[config.mk]
export PLATFORM = sky130hd
export DESIGN_NAME = wave_sequencer
export DESIGN_NICKNAME = d
export VERILOG_FILES = /design/src/rtl/wave_sequencer.sv
export SDC_FILE = /design/constraint.sdc
export NUM_CORES = 1
export LEC_CHECK = 0
export CAP_MARGIN = 40
export CORE_AREA = 2 2 82 104
export CTS_CLUSTER_DIAMETER = 30
export CTS_CLUSTER_SIZE = 20
export DETAILED_ROUTE_END_ITERATION = 16
export DIE_AREA = 0 0 84 106
export GPL_ROUTABILITY_DRIVEN = 0
export PLACE_DENSITY = 0.69
export SYNTH_ARGS = -nofsm -noshare
export SYNTH_HDL_FRONTEND = slang
export SYNTH_SLANG_ARGS = --single-unit
[constraint.sdc]
create_clock -name clk -period 2.3 [get_ports clk]
set_clock_uncertainty 0.15 [all_clocks]
set_input_delay 0.345 -clock clk [delete_from_list [all_inputs] [get_ports clk]]
set_output_delay 0.345 -clock clk [all_outputs]
set_load 0.02 [all_outputs]
[src/rtl/wave_sequencer.sv]
// wave_sequencer
// Drives the waveform processor's phase ramp (count) and waveform select.
// The ramp advances once every freq+1 clock cycles. In auto mode the select
// steps to the next waveform after dwell+1 completed periods. New settings
// come in over a valid/ready handshake. While running they are held in a
// one-entry pending buffer and are only applied at a period wrap.
//
// Ports:
//   clk, rst          clock; asynchronous active-high reset
//   start, stop       one-cycle run/stop requests (stop wins if both are high)
//   cfg_valid/ready   configuration handshake
//   cfg_freq          prescaler terminal value
//   cfg_select        waveform select
//   cfg_dwell         periods per select in auto mode, minus one
//   cfg_auto          auto-advance enable
//   count             phase ramp
//   select            waveform select
//   tick              count holds a freshly updated value
//   period_done       first cycle of count==0 after a wrap
//   busy              running or finishing the current period
module wave_sequencer #(
    parameter int CNT_W   = 8,
    parameter int PRE_W   = 8,
    parameter int DWELL_W = 8
) (
    input  logic               clk,
    input  logic               rst,
    input  logic               start,
    input  logic               stop,
    input  logic               cfg_valid,
    output logic               cfg_ready,
    input  logic [PRE_W-1:0]   cfg_freq,
    input  logic [2:0]         cfg_select,
    input  logic [DWELL_W-1:0] cfg_dwell,
    input  logic               cfg_auto,
    output logic [CNT_W-1:0]   count,
    output logic [2:0]         select,
    output logic               tick,
    output logic               period_done,
    output logic               busy
);

    typedef enum logic [1:0] {S_IDLE, S_RUN, S_STOPPING} state_t;

    state_t             state_q, state_d;
    logic [CNT_W-1:0]   count_q, count_d;
    logic [PRE_W-1:0]   pre_q, pre_d;
    logic [DWELL_W-1:0] dw_q, dw_d;
    logic [PRE_W-1:0]   freq_q, freq_d;
    logic [2:0]         sel_q, sel_d;
    logic [DWELL_W-1:0] dwell_q, dwell_d;
    logic               auto_q, auto_d;
    logic               pend_q, pend_d;
    logic [PRE_W-1:0]   pend_freq_q, pend_freq_d;
    logic [2:0]         pend_sel_q, pend_sel_d;
    logic [DWELL_W-1:0] pend_dwell_q, pend_dwell_d;
    logic               pend_auto_q, pend_auto_d;
    logic               tick_q, tick_d;
    logic               period_done_q, period_done_d;
    logic               busy_q, busy_d;
    logic               cfg_ready_q, cfg_ready_d;

    logic handshake;
    logic step;
    logic wrap;

    assign handshake = cfg_valid & cfg_ready_q;
    assign step      = (pre_q == freq_q);
    assign wrap      = step && (count_q == {CNT_W{1'b1}});

    always_comb begin
        state_d       = state_q;
        count_d       = count_q;
        pre_d         = pre_q;
        dw_d          = dw_q;
        freq_d        = freq_q;
        sel_d         = sel_q;
        dwell_d       = dwell_q;
        auto_d        = auto_q;
        pend_d        = pend_q;
        pend_freq_d   = pend_freq_q;
        pend_sel_d    = pend_sel_q;
        pend_dwell_d  = pend_dwell_q;
        pend_auto_d   = pend_auto_q;
        tick_d        = 1'b0;
        period_done_d = 1'b0;

        case (state_q)
            S_IDLE: begin
                count_d = '0;
                pre_d   = '0;
                // Nothing is playing, so a new setting can go live at once.
                if (handshake) begin
                    freq_d  = cfg_freq;
                    sel_d   = cfg_select;
                    dwell_d = cfg_dwell;
                    auto_d  = cfg_auto;
                    dw_d    = '0;
                end
                if (start && !stop) begin
                    state_d = S_RUN;
                end
            end

            default: begin
                if (step) begin
                    pre_d   = '0;
                    count_d = count_q + CNT_W'(1);
                    tick_d  = 1'b1;
                end else begin
                    pre_d = pre_q + PRE_W'(1);
                end

                if (wrap) begin
                    period_done_d = 1'b1;
                    // A pending setting overrides any auto-advance due now.
                    if (pend_q) begin
                        freq_d  = pend_freq_q;
                        sel_d   = pend_sel_q;
                        dwell_d = pend_dwell_q;
                        auto_d  = pend_auto_q;
                        pend_d  = 1'b0;
                        dw_d    = '0;
                    end else if (auto_q) begin
                        if (dw_q == dwell_q) begin
                            dw_d  = '0;
                            // Auto-advance cycles 0..6; code 7 only via config.
                            sel_d = (sel_q >= 3'd6) ? 3'd0 : sel_q + 3'd1;
                        end else begin
                            dw_d = dw_q + DWELL_W'(1);
                        end
                    end
                end

                // Evaluated after the wrap so that an offer taken on the wrap
                // edge is queued for the following period.
                if (handshake) begin
                    pend_d       = 1'b1;
                    pend_freq_d  = cfg_freq;
                    pend_sel_d   = cfg_select;
                    pend_dwell_d = cfg_dwell;
                    pend_auto_d  = cfg_auto;
                end

                if (state_q == S_RUN) begin
                    if (stop) begin
                        state_d = S_STOPPING;
                    end
                end else begin
                    if (start && !stop) begin
                        state_d = S_RUN;
                    end else if (wrap) begin
                        // count and pre are already 0 on a wrap step.
                        state_d = S_IDLE;
                    end
                end
            end
        endcase

        busy_d      = (state_d != S_IDLE);
        cfg_ready_d = (state_d == S_IDLE) ? 1'b1 : !pend_d;
    end

    always_ff @(posedge clk or posedge rst) begin
        if (rst) begin
            state_q       <= S_IDLE;
            count_q       <= '0;
            pre_q         <= '0;
            dw_q          <= '0;
            freq_q        <= '0;
            sel_q         <= '0;
            dwell_q       <= '0;
            auto_q        <= 1'b0;
            pend_q        <= 1'b0;
            pend_freq_q   <= '0;
            pend_sel_q    <= '0;
            pend_dwell_q  <= '0;
            pend_auto_q   <= 1'b0;
            tick_q        <= 1'b0;
            period_done_q <= 1'b0;
            busy_q        <= 1'b0;
            cfg_ready_q   <= 1'b1;
        end else begin
            state_q       <= state_d;
            count_q       <= count_d;
            pre_q         <= pre_d;
            dw_q          <= dw_d;
            freq_q        <= freq_d;
            sel_q         <= sel_d;
            dwell_q       <= dwell_d;
            auto_q        <= auto_d;
            pend_q        <= pend_d;
            pend_freq_q   <= pend_freq_d;
            pend_sel_q    <= pend_sel_d;
            pend_dwell_q  <= pend_dwell_d;
            pend_auto_q   <= pend_auto_d;
            tick_q        <= tick_d;
            period_done_q <= period_done_d;
            busy_q        <= busy_d;
            cfg_ready_q   <= cfg_ready_d;
        end
    end

    assign count       = count_q;
    assign select      = sel_q;
    assign tick        = tick_q;
    assign period_done = period_done_q;
    assign busy        = busy_q;
    assign cfg_ready   = cfg_ready_q;

endmodule

; Word level (Yosys, flattened, before mapping)
; Index checks and enable logic that the tools add are counted.
; W data, S select, Z words.
[totals]
register_bits = 71
latchBits = 0
ramBits = 0
rom_bits = 0
in_bits = 25
out_inout_bits = 15
wordCells = 88
n_memories = 0
[op_classes]
addsub = 4
mul = 0
div = 0
magnitude_cmp = 1
eq_ne = 5
shifts = 0
muxes = 43
n_bitwise = 2
reduce_logical = 16
[ops]
columns = op, count
row1 = $mux W8, 18
row2 = $add A8 B1 Y8 const B, 3
row3 = $mux W3, 7
row4 = $eq A8 B8 Y1, 2
row5 = $mux W1, 12
row6 = $mux W2, 6
row7 = $eq A8 B8 Y1 const B, 1
row8 = $reduce_bool A2 Y1, 4
row9 = $reduce_and A3 Y1, 2
row10 = $reduce_bool A3 Y1, 2
row11 = $logic_not A2 Y1, 2
row12 = $reduce_and A4 Y1, 1
row13 = $add A3 B1 Y3 const B, 1
row14 = $ge A3 B3 Y1 const B, 1
row15 = $eq A2 B1 Y1 const B, 1
row16 = $logic_and A1 B1 Y1, 2
row17 = $logic_not A1 Y1, 2
row18 = $ne A2 B2 Y1 const B, 1
row19 = $reduce_and A2 Y1, 1
row20 = $and A1 B1 Y1, 1
row21 = $not A1 Y1, 1

; Depth between registers and ports, before layout
; Gate-level depths: netlist of run 1.
[depth]
ltp_word = 8
depth_mapped = 6

; Worst setup path after synthesis of run 1
; No wires, ideal clock.
[synth_timing]
path_type = register -> register
from = register pre_q[3]
to = register dwell_q[7]
arrival_ns = 2.039
required_time_ns = 2.025
path_slack_ns = -0.014
path_stages_with_launch = 7
path_buffers = 1
synth_period_minus_slack_ns = 2.314
cell_sequence = dfrtp_1 xor2_1 nor4_2 and4_4 a31oi_4 buf_6 mux2_4
[synth_via]
elab_chain_len = 4
[synth_lines]
columns = element, line
row1 = "start, declared", 47  ; logic [PRE_W-1:0] pre_q, pre_d;
row2 = "start signal, assigned", 186  ; pre_q <= pre_d;
row3 = $eq A8 B8 Y1, 68  ; assign step = (pre_q == freq_q);
row4 = $logic_and A1 B1 Y1, 69  ; assign wrap = step && (count_q == {CNT_W{1'b1}});
row5 = $reduce_bool A2 Y1 (no line), n/a
row6 = $reduce_and A3 Y1 (no line), n/a
row7 = "end signal, assigned", 190  ; dwell_q <= dwell_d;
row8 = "end, declared", 51  ; logic [DWELL_W-1:0] dwell_q, dwell_d;
; No other way between the ends.
; A chain may end at the register's enable or synchronous reset.

; Worst setup path in the final report of run 1
[layout_timing]
from = register dw_q[6]
to = register sel_q[2], in the netlist select[2]
[layout_via]
elab_chain_len = 3
[layout_lines]
columns = element, line
row1 = "start, declared", 48  ; logic [DWELL_W-1:0] dw_q, dw_d;
row2 = "start signal, assigned", 187  ; dw_q <= dw_d;
row3 = $eq A8 B8 Y1, 125  ; if (dw_q == dwell_q) begin
row4 = $reduce_bool A3 Y1 (no line), n/a
row5 = $reduce_and A4 Y1 (no line), n/a
row6 = "end signal, assigned", 189  ; sel_q <= sel_d;
row7 = "end, declared", 50  ; logic [2:0] sel_q, sel_d;
; No other way between the ends.

==> reports/qor.csv, run 1 <==
stage,metric,value,unit
synthesis,Synth cell types,44,
sta,unrepaired setup endpoints after global routing,false,
worst_setup_path,crit path to,select[2],
worst_setup_path,reg2reg path depth,5,
layout,Nets,414,
floorplan,Ports,40,
floorplan,Die X,84,um
layout,final instance area,0.004334,sq mm
sta,Slew HR,67.76,%
floorplan,die area,0.008904,sq mm
worst_setup_path,Reg-to-Reg Start,dw_q[6],
detailed_routing,Iteration-0 DRC Markers,128,
clock_network,Clock Sinks,71,
sta,number of hold violations in the final report,0,
clock_network,Resized Gates After CTS,0,
clock_network,Clock Latency Late Sink,0.34,ns
worst_setup_path,crit path kind,reg2reg,
clock_network,root buffer cell,clkbuf_8,
power_and_ir_drop,ratio of total power to cell area,1023,mW/mm^2
power_and_ir_drop,power share of the clock group,25.7,%
clock_network,clock tree buffer depth,2,
worst_setup_path,RR Endpoint,select[2],
synthesis,cell area after synthesis,0.003498,sq mm
sta,period utilisation layout,91.97,%
synthesis,Synth Register Bits,71,
status,status,finished clean,
sta,Fin Setup TNS,0,ns
sta,max-slew violations,0,
floorplan,core area,0.008009,sq mm
worst_setup_path,reg2reg setup slack,0.18,ns
detailed_routing,top sig layer,met4,
sta,# setup viols final,0,
layout,Finished Core Util,54.12,%
worst_setup_path,CP max stage delay,0.47,ns
grt,global-route wire length before repair,12720,um
floorplan,Initial Utilization,43.68,%
layout,antenna cell count,0,
synthesis,Synth area leader,dfrtp_1,
synthesis,"Top FF cell, synth",dfrtp_1,
worst_setup_path,CP Capture Type,flop,
worst_setup_path,maximum fanout along the worst path,7,
worst_setup_path,CP startpoint kind,flop,
detailed_routing,Avg WL per Cell,14.96,um
detailed_routing,DR pass1 iterations,4,
power_and_ir_drop,Flop pwr share,43.6,%
clock_network,hold_buf cts,0,
layout,Fill cells,707,
synthesis,"EDFF count, synth",0,
detailed_routing,Via density,5.344,
layout,Non-Filler Instances,486,
synthesis,share of the synthesized area in the top cell type,50.07,%
detailed_routing,drt drc,0,
synthesis,yosys warns,0,
placed_design,Post-DP HPWL,5074,um
min_path,HP Class,in2async,
grt,antenna violations before repair,0,
placed_design,placed cell count,471,
clock_network,buffer count from post-CTS setup fixing,0,
floorplan,Die H,106,um
worst_setup_path,slowest cell on the critical path,nor4_1,
sta,Slew @ Worst Pin,0.4792,ns
synthesis,Async SR Flop Fraction,100.0,%
power_and_ir_drop,internal power,3.054,mW
sta,minimum clock period,2.115,ns
detailed_routing,Post-DRT Antenna Nets,0,
grt,GR Overflow Total,0,
synthesis,Syn Area/Cell,10.57,sq um
synthesis,Syn Nets,360,
detailed_routing,WL final,7269,um
grt,GR Util All Layers,18.03,%
sta,Fmax,472.8,MHz
grt,largest net degree at the start of global routing,72,
detailed_routing,DR WL met3,209,um
worst_setup_path,critical path arrival,2.20,ns
layout,Area Growth Syn to Fin,23.89,%
power_and_ir_drop,Logic pwr share,30.7,%
power_and_ir_drop,Psw,1.379,mW
power_and_ir_drop,peak supply drop,506.5,uV
placed_design,PortBufs,39,
job,Max-Cap Viols,0,
detailed_routing,via count,2597,
sta,Hold WS,0.2488,ns
clock_network,H-Tree Depth,3,
synthesis,"top cells by area, synth","dfrtp_1, mux2_2, nand2_1, xor2_1, nor2_1",
grt,vias in the first global route,2696,
worst_setup_path,CP startpoint,dw_q[6],
detailed_routing,met2 wire len,3641,um
clock_network,cts bufs inserted,9,
clock_network,clock transition at the registers of the reported paths,0.07,ns
worst_setup_path,CP Cell Sequence,xor2_1 -> nor4_1 -> a211oi_2 -> a21o_2 -> mux2_2,
synthesis,Syn Inst Count,331,
power_and_ir_drop,Sw Ratio,31.11,%
detailed_routing,WL met1,3196,um
worst_setup_path,Worst Path Required,2.38,ns
placed_design,area of placed instances,0.004104,sq mm
power_and_ir_drop,LEAKAGE,2.020,nW
floorplan,Rows,37,
layout,layout cells sized above 1,21.59,%
synthesis,sequential area share after synthesis,50.82,%
clock_network,CTS tree,built,
-- worst max-delay path, delay by kind of cell (launching register included) --
family / cells / cell delay (ns)
DFF: 1 / 0.44
and+or+nand+nor: 1 / 0.47
xor gates and xnor gates: 1 / 0.19
muxes: 1 / 0.27
AOI/OAI and AO/OA: 2 / 0.48
-- metrics by stage --
stage / setup slack [ns] / power, mW
finish: 0.1848 / 4.433
global route: 0.04547 / 4.748
CTS: 0.1168 / 4.494
detailed placement: 0.1241 / 3.335
global placement: 0.1434 / 3.277
floorplan: 0.008161 / 2.863
-- layout by cell type, fill, tap and decap left out, drive strengths merged, types with 3 or more instances in the layout --
| cell | n |
|---|---|
| clkbuf | 12 |
| xor2 | 25 |
| o31ai | 3 |
| or2 | 3 |
| ha | 4 |
| nor2 | 23 |
| nand4 | 6 |
| and3 | 7 |
| nand2 | 65 |
| buf | 14 |
| mux2 | 41 |
| a32oi | 4 |
| inv | 5 |
| nand3 | 15 |
| dfrtp | 70 |
| a21oi | 6 |
| nor4 | 5 |
| nand2b | 3 |
| and2 | 4 |
| o21ai | 9 |
| clkdlybuf4s50 | 39 |
-- synthesized netlist by cell type (5+ instances only) --
library cell / count
mux2_2: 40
nor2_1: 23
nand3_1: 15
nand4_1: 6
a21oi_1: 6
and3_1: 6
o21ai_0: 9
inv_1: 5
nand2_1: 65
dfrtp_1: 70
xor2_1: 25
-- logic make-up (layout without fill, tap and decap cells) --
kind of cell	count (synthesis)	count (layout)	share of synthesized area [%]
xor gates and xnor gates	27	27	6.760
buffers and inverters	15	73	1.895
DFF	71	71	50.82
and+or+nand+nor	138	138	18.49
AOI/OAI and AO/OA	34	34	7.010
muxes	42	42	13.59
adders and majority gates	4	4	1.431
-- final cells by class --
class,instances,area [sq um],share of cell area (%)
tap,97,121.4,2.800
multi-input combinational,245,1665,38.42
clock inverter,3,65.06,1.501
timing repair buffer,53,520.5,12.01
sequential,71,1778,41.02
inverter,5,18.77,0.4330
clock buffer,12,165.2,3.811
-- power groups by stage --
stage / Clock [mW] / Sequential, mW / Combinational [mW]
after floorplan: 0 / 1.93 / 0.930
after global placement: 0 / 1.94 / 1.34
after detailed placement: 0 / 1.96 / 1.38
after CTS: 1.17 / 1.94 / 1.39
after global routing: 1.22 / 1.99 / 1.53
final: 1.14 / 1.93 / 1.36
-- registers in the layout, indices dropped and copies added, names as in the netlist, 3 cells and up --
name and flops:
count 8, dw_q 8, dwell_q 8, freq_q 8, pend_dwell_q 8, pend_freq_q 8, pend_sel_q 3, pre_q 8
select 3
-- worst min-delay path by stage --
stage	startpoint	to	slack, ns
after floorplan	stop	state_q[0]	0.30
after global routing	rst	pend_dwell_q[4]	0.28
final	rst	pend_dwell_q[3]	0.25
after detailed placement	pend_sel_q[2]	pend_sel_q[2]	0.34
after CTS	rst	pend_dwell_q[4]	0.25
after global placement	pend_auto_q	pend_auto_q	0.34
-- metal layers --
metal,up-vias,global-route usage [%]
li1,1257,-
met1,1278,22.53
met2,44,29.94
met3,18,3.183
met4,0,9.217
met5,-,0
Power figures use the tool's default switching activity.
==> run 2: changes to the inputs <==
--- a/config.mk
+++ b/config.mk
@@ -13,6 +13,7 @@
 export DIE_AREA = 0 0 84 106
 export GPL_ROUTABILITY_DRIVEN = 0
 export PLACE_DENSITY = 0.69
+export SLEW_MARGIN = 10
 export SYNTH_ARGS = -nofsm -noshare
 export SYNTH_HDL_FRONTEND = slang
 export SYNTH_SLANG_ARGS = --single-unit
==> results of run 2 <==
Same layout as run 1: the final DEF is identical, and so are final timing and power.
==> run 3: changes to the inputs <==
==> constraint.sdc (replaced) <==
create_clock -name clk -period 2.3 [get_ports clk]
set_clock_uncertainty 0.15 [all_clocks]
set_input_delay 0.345 -clock clk [delete_from_list [all_inputs] [get_ports clk]]
set_output_delay 0.345 -clock clk [all_outputs]
set_load 0.01 [all_outputs]
==> results of run 3 <==
Same layout as run 1 (identical final DEF). Status: finished clean.
Main changes from that run: total power 4.433 mW -> 4.398 mW; worst IR drop on VDD 506.5 uV -> 487.1 uV
==> RTL change 1: new RTL, config.mk and constraints of run 1 <==
`dw_q` no longer has a reset.
--- a/src/rtl/wave_sequencer.sv
+++ b/src/rtl/wave_sequencer.sv
@@ -166,7 +166,6 @@
             state_q       <= S_IDLE;
             count_q       <= '0;
             pre_q         <= '0;
-            dw_q          <= '0;
             freq_q        <= '0;
             sel_q         <= '0;
             dwell_q       <= '0;
@@ -184,7 +183,6 @@
             state_q       <= state_d;
             count_q       <= count_d;
             pre_q         <= pre_d;
-            dw_q          <= dw_d;
             freq_q        <= freq_d;
             sel_q         <= sel_d;
             dwell_q       <= dwell_d;
@@ -201,6 +199,10 @@
         end
     end
 
+    always_ff @(posedge clk) begin
+        dw_q <= dw_d;
+    end
+
     assign count       = count_q;
     assign select      = sel_q;
     assign tick        = tick_q;
Behaviour: same outputs for any inputs over 10 cycles, from zero or initial values and one cycle with rst high; that may be too few to reach the edited logic, so the function may still have changed.
==> RTL change 1 against run 1 <==
  * Sequential cell count unchanged
  * Power fell by 4.7%
  * Die area is the same
  * Critical endpoint is now dwell_q[1]$_DFFE_PP0P_
  * Worst setup slack lost 0.051 ns
  * Largest power group unchanged
  * Cell area is 3.2% lower
  * Routed wire length down 7.7%
  * Sequential power is 4% higher
  * Synthesized area fell by 2.9%
==> RTL change 1: results (changes against run 1) <==
status = finished clean (unchanged)
Layout area overhead = 23.5% (was 23.9%)
met3 WL post-DR = 241 um (was 209 um)
CP arrival = 2.29 ns (was 2.20 ns)
drt total wl = 6710 um (was 7270 um)
number of flops mapped to enable cells by yosys = 8 (was 0)
DP Worst Slack = 0.0404 ns (was 0.124 ns)
DP Cell Count = 420 (was 471)
gr usage total = 0.159 (was 0.180)
yosys warns = 0 (unchanged)
VDD IR max = 0.000501 V (was 0.000506 V)
vias in the first global route = 2286 (was 2696)
initial DRC count = 134 (was 128)
Gates resized, CTS repair = 0 (unchanged)
LEAKAGE = 1.71 nW (was 2.02 nW)
CP Max Fanout = 19 (was 7)
Synth top cells by count = dfrtp_1 (62), nor2_1 (29), mux2_2 (22) (was dfrtp_1 (70), nand2_1 (65), mux2_2 (40))
largest net degree at the start of global routing = 64 (was 72)
Fillers = 696 (was 707)
sequential cell area fraction in the yosys report = 0.535 (was 0.508)
worst skew pair latency = 0.34 ns (about the same)
R2R cell count = 6 (was 5)
clock slew seen by the registers of the worst setup and hold paths = 0.08 ns
wire length on met2 = 3490 um (was 3640 um)
worst rel slew slack = 0.590 (was 0.678)
routed vias = 2356 (was 2597)
WL met1 = 2870 um (was 3200 um)
n_diodes = 0 (unchanged)
Placed Instance Area = 3940 um^2 (was 4100 um^2)
Syn Inst Count = 283 (was 331)
Hold Path Class = in -> async (unchanged)
share of post-route cells with drive strength above 1 = 0.203 (was 0.216)
Post-synth ARST share = 0.887 (was 1.00)
Final nets = 364 (was 414)
dpl hpwl = 4750 um (was 5070 um)
Mapped Nets = 312 (was 360)
synth top area cells = dfrtp_1 (46%), mux2_2 (7.3%), edfxtp_1 (7.1%) (was dfrtp_1 (50%), mux2_2 (13%), nand2_1 (7.0%))
WL/cell = 15.4 um (was 15.0 um)
H-tree Lvls = 3 (unchanged)
Buffers on Ports = 39 (unchanged)
post-synth cell types = 43 (was 44)
first-pass GRT wire length = 11100 um (was 12700 um)
==> RTL change 1: cell count changes after synthesis, moves of 8 or more <==
cell,before,now
xor2_1,25,12
nand2_1,65,4
nand2b_1,3,17
edfxtp_1,0,8
xnor2_1,2,19
o221a_1,0,10
mux2_2,40,22
dfrtp_1,70,62
==> RTL change 1: cell type report <==
cell class / count / area share
inverter: 10 / 0.00895
tap: 97 / 0.0289
sequential: 71 / 0.433
multi-input combinational: 193 / 0.356
timing repair buffer: 50 / 0.116
clock buffer: 15 / 0.0495
clock inverter: 1 / 0.00716
==> RTL change 1: path summary, 6_finish.rpt <==
kind | from | to | slack, ns
min in group clk | pend_dwell_q[7]$_DFFE_PP0P_ | pend_dwell_q[7]$_DFFE_PP0P_ | 0.36
max | pre_q[2]$_DFF_PP0_ | dwell_q[1]$_DFFE_PP0P_ | 0.13
max reg2reg | pre_q[2]$_DFF_PP0_ | dwell_q[1]$_DFFE_PP0P_ | 0.13
max in group asynchronous | rst | cfg_ready$_DFF_PP1_ | 1.47
min | rst | state_q[0]$_DFF_PP0_ | 0.21
min reg2reg | pend_dwell_q[7]$_DFFE_PP0P_ | pend_dwell_q[7]$_DFFE_PP0P_ | 0.36
==> RTL change 1: power breakdown <==
group / switching (mW) / internal (mW) / total [mW]
Clock: 0.448 / 0.687 / 1.14
Sequential: 0.340 / 1.67 / 2.01
Combinational: 0.443 / 0.638 / 1.08
Total: 1.23 / 2.99 / 4.22
==> RTL change 1: logic make-up (layout without fill, tap and decap cells) <==
logic type / count (synthesis) / after routing / share of synthesized area
compound gates: 38 / 38 / 0.0950
xor+xnor: 35 / 35 / 0.0991
fa+ha+maj: 4 / 4 / 0.0147
buf+inv: 20 / 76 / 0.0313
flops: 71 / 71 / 0.535
mux: 23 / 23 / 0.0759
simple gates: 92 / 93 / 0.149
==> RTL change 1: worst max-delay path: stages, from the launching register on <==
cell      delay, ns
dfrtp_1        0.45
xnor2_2        0.22
nand4_4        0.14
or4_1          0.55
buf_4          0.23
nand2b_4       0.15
o221a_1        0.20
==> RTL change 1: routing by layer <==
metal | up-vias | GRT usage
met5 | - | 0
met4 | 0 | 0.0691
met3 | 12 | 0.0256
met2 | 53 | 0.273
met1 | 1173 | 0.198
li1 | 1118 | -
==> RTL change 2: new RTL, config.mk and constraints of run 1 <==
Made on the original files. Change the parameter `CNT_W` from 8 to 12.
--- a/src/rtl/wave_sequencer.sv
+++ b/src/rtl/wave_sequencer.sv
@@ -19,7 +19,7 @@
 //   period_done       first cycle of count==0 after a wrap
 //   busy              running or finishing the current period
 module wave_sequencer #(
-    parameter int CNT_W   = 8,
+    parameter int CNT_W   = 12,
     parameter int PRE_W   = 8,
     parameter int DWELL_W = 8
 ) (
Interface: changed (resized count); port bits go from 40 to 44. No check against the original RTL was run, so the function may have changed too.
==> RTL change 2 against run 1 <==
  * Combinational power decreased by 13%
  * Critical path type unchanged
  * Routed wire length is 5.5% higher
  * Power about the same
  * Sequential power rose by 7%
  * Sequential cell count grew 4
  * Synthesized area grew 5.6%
  * Cell area is 4.5% higher
  * Worst setup slack worse by 0.045 ns
==> RTL change 2: results (changes against run 1) <==
status = finished clean (unchanged)
synth top area cells = dfrtp_1 (50%), nand2_1 (7.3%), nor2_1 (4.9%) (was dfrtp_1 (50%), mux2_2 (13%), nand2_1 (7.0%))
mux cell area share after synthesis = 0.0122 (was 0.136)
worst hold slack = 0.261 ns (was 0.249 ns)
clock slew seen by the registers of the worst setup and hold paths = 0.08 ns
vias per inst = 5.41 (was 5.34)
R2R cell count = 6 (was 5)
M1 GR Usage = 0.237 (was 0.225)
first-pass GRT wire length = 13300 um (was 12700 um)
initial antenna violation count = 0 (unchanged)
Gates resized, CTS repair = 0 (unchanged)
DP Cell Count = 531 (was 471)
dpl hpwl = 5470 um (was 5070 um)
worst skew pair latency = 0.35 ns
Post-synth ARST share = 1.00 (unchanged)
Compound-Gate Fraction of Synth Area = 0.120 (was 0.0701)
Synth top cells by count = dfrtp_1 (74), nand2_1 (72), nor2_1 (48) (was dfrtp_1 (70), nand2_1 (65), mux2_2 (40))
Setup Buffers After CTS = 0 (unchanged)
VDD IR max = 0.000528 V (was 0.000506 V)
ys flop type = dfrtp_1 (unchanged)
Slew @ Worst Pin = 0.601 ns (was 0.479 ns)
Placed Instance Area = 4290 um^2 (was 4100 um^2)
Buffers on Ports = 43 (was 39)
Adder-Cell Fraction of Synth Area = 0.0135 (was 0.0143)
gr usage total = 0.185 (was 0.180)
LEAKAGE = 1.98 nW (was 2.02 nW)
Layout area overhead = 22.6% (was 23.9%)
number of flip-flops in the largest register = 12
CP Max Fanout = 8 (was 7)
initial DRC count = 145 (was 128)
WL/cell = 14.0 um (was 15.0 um)
share of post-route cells with drive strength above 1 = 0.107 (was 0.216)
post-synth cell types = 46 (was 44)
drt total wl = 7670 um (was 7270 um)
DRT Pass-1 Iters = 4 (unchanged)
Max stage delay on crit path = 0.42 ns (was 0.47 ns)
Fillers = 739 (was 707)
Hold Path Class = in -> async (unchanged)
Final nets = 474 (was 414)
Syn Inst Count = 395 (was 331)
largest net degree at the start of global routing = 35 (was 72)
R2R setup slack = 0.14 ns (was 0.18 ns)
Slowest-stage cell, CP = dfrtp_1 (was nor4_1)
CP arrival = 2.24 ns (was 2.20 ns)
Max Root-Sink Buffers = 2 (unchanged)
Global Route met2 Usage = 0.304 (was 0.299)
sequential cell area fraction in the yosys report = 0.508 (about the same)
Mapped Nets = 424 (was 360)
vias in the first global route = 2981 (was 2696)
Root Buffer = clkbuf_8 (unchanged)
xor/xnor cell area share of the yosys netlist = 0.0782 (was 0.0676)
worst setup path start = count[0]$_DFFE_PP0P_ (was dw_q[6]$_DFFE_PP0P_)
FF-to-FF End = select[0]$_DFFE_PP0P_ (was select[2]$_DFFE_PP0P_)
Crit path max-delay family = simple AND/OR/NAND/NOR gates (was compound AO/OA/AOI/OAI gates)
met3 GRT Util = 0.0411 (was 0.0318)
==> RTL change 2: changes by cell type after synthesis, sizes merged, moves of 9 or more <==
cell,run 1,this run
a21oi,6,22
clkbuf,4,14
mux2,41,3
nand3,15,24
nor2,23,49
o22ai,2,22
xnor2,2,19
xor2,25,14
==> RTL change 2: cell type report <==
class / instances / area share
Sequential cell: 75 / 0.415
Multi-Input combinational cell: 290 / 0.372
Timing Repair Buffer: 57 / 0.124
Clock buffer: 11 / 0.0334
Tap cell: 97 / 0.0268
Clock inverter: 5 / 0.0188
Inverter: 12 / 0.0108
==> RTL change 2: metrics by stage <==
step	setup TNS [ns]	power [mW]	setup slack, ns
floorplan	0	2.90	0.173
global placement	0	3.23	0.231
detailed placement	0	3.30	0.154
CTS	0	4.47	0.128
global route	-0.0242	4.72	-0.00969
finish	0	4.43	0.140
==> RTL change 2: worst max path at each step <==
stage | to | slack [ns] | cells past startpoint
global placement | select[1]$_DFFE_PP0P_ | 0.23 | 6
detailed placement | select[1]$_DFFE_PP0P_ | 0.15 | 6
finish | select[0]$_DFFE_PP0P_ | 0.14 | 6
floorplan | select[2]$_DFFE_PP0P_ | 0.17 | 6
global route | freq_q[3]$_DFFE_PP0P_ | -0.01 | 7
CTS | select[1]$_DFFE_PP0P_ | 0.13 | 6
==> RTL change 2: cells by family after synthesis <==
family / after synthesis
and+or+nand+nor: 181
DFF: 75
AOI/OAI and AO/OA: 69
xor gates and xnor gates: 33
buffers and inverters: 30
adders and majority gates: 4
muxes: 3
==> RTL change 2: routing by layer <==
layer  part of all wire  vias up
li1                   -     1471
met1               0.45     1406
met2               0.49       73
met3              0.050        8
met4              0.013        0
met5                  0        -
==> RTL change 2: report_power, final <==
part | internal [mW] | switching (mW) | leakage [nW]
logic | 0.577 | 0.616 | 0.918
clock network | 0.674 | 0.498 | 0.116
registers | 1.73 | 0.333 | 0.948
total | 2.98 | 1.45 | 1.98
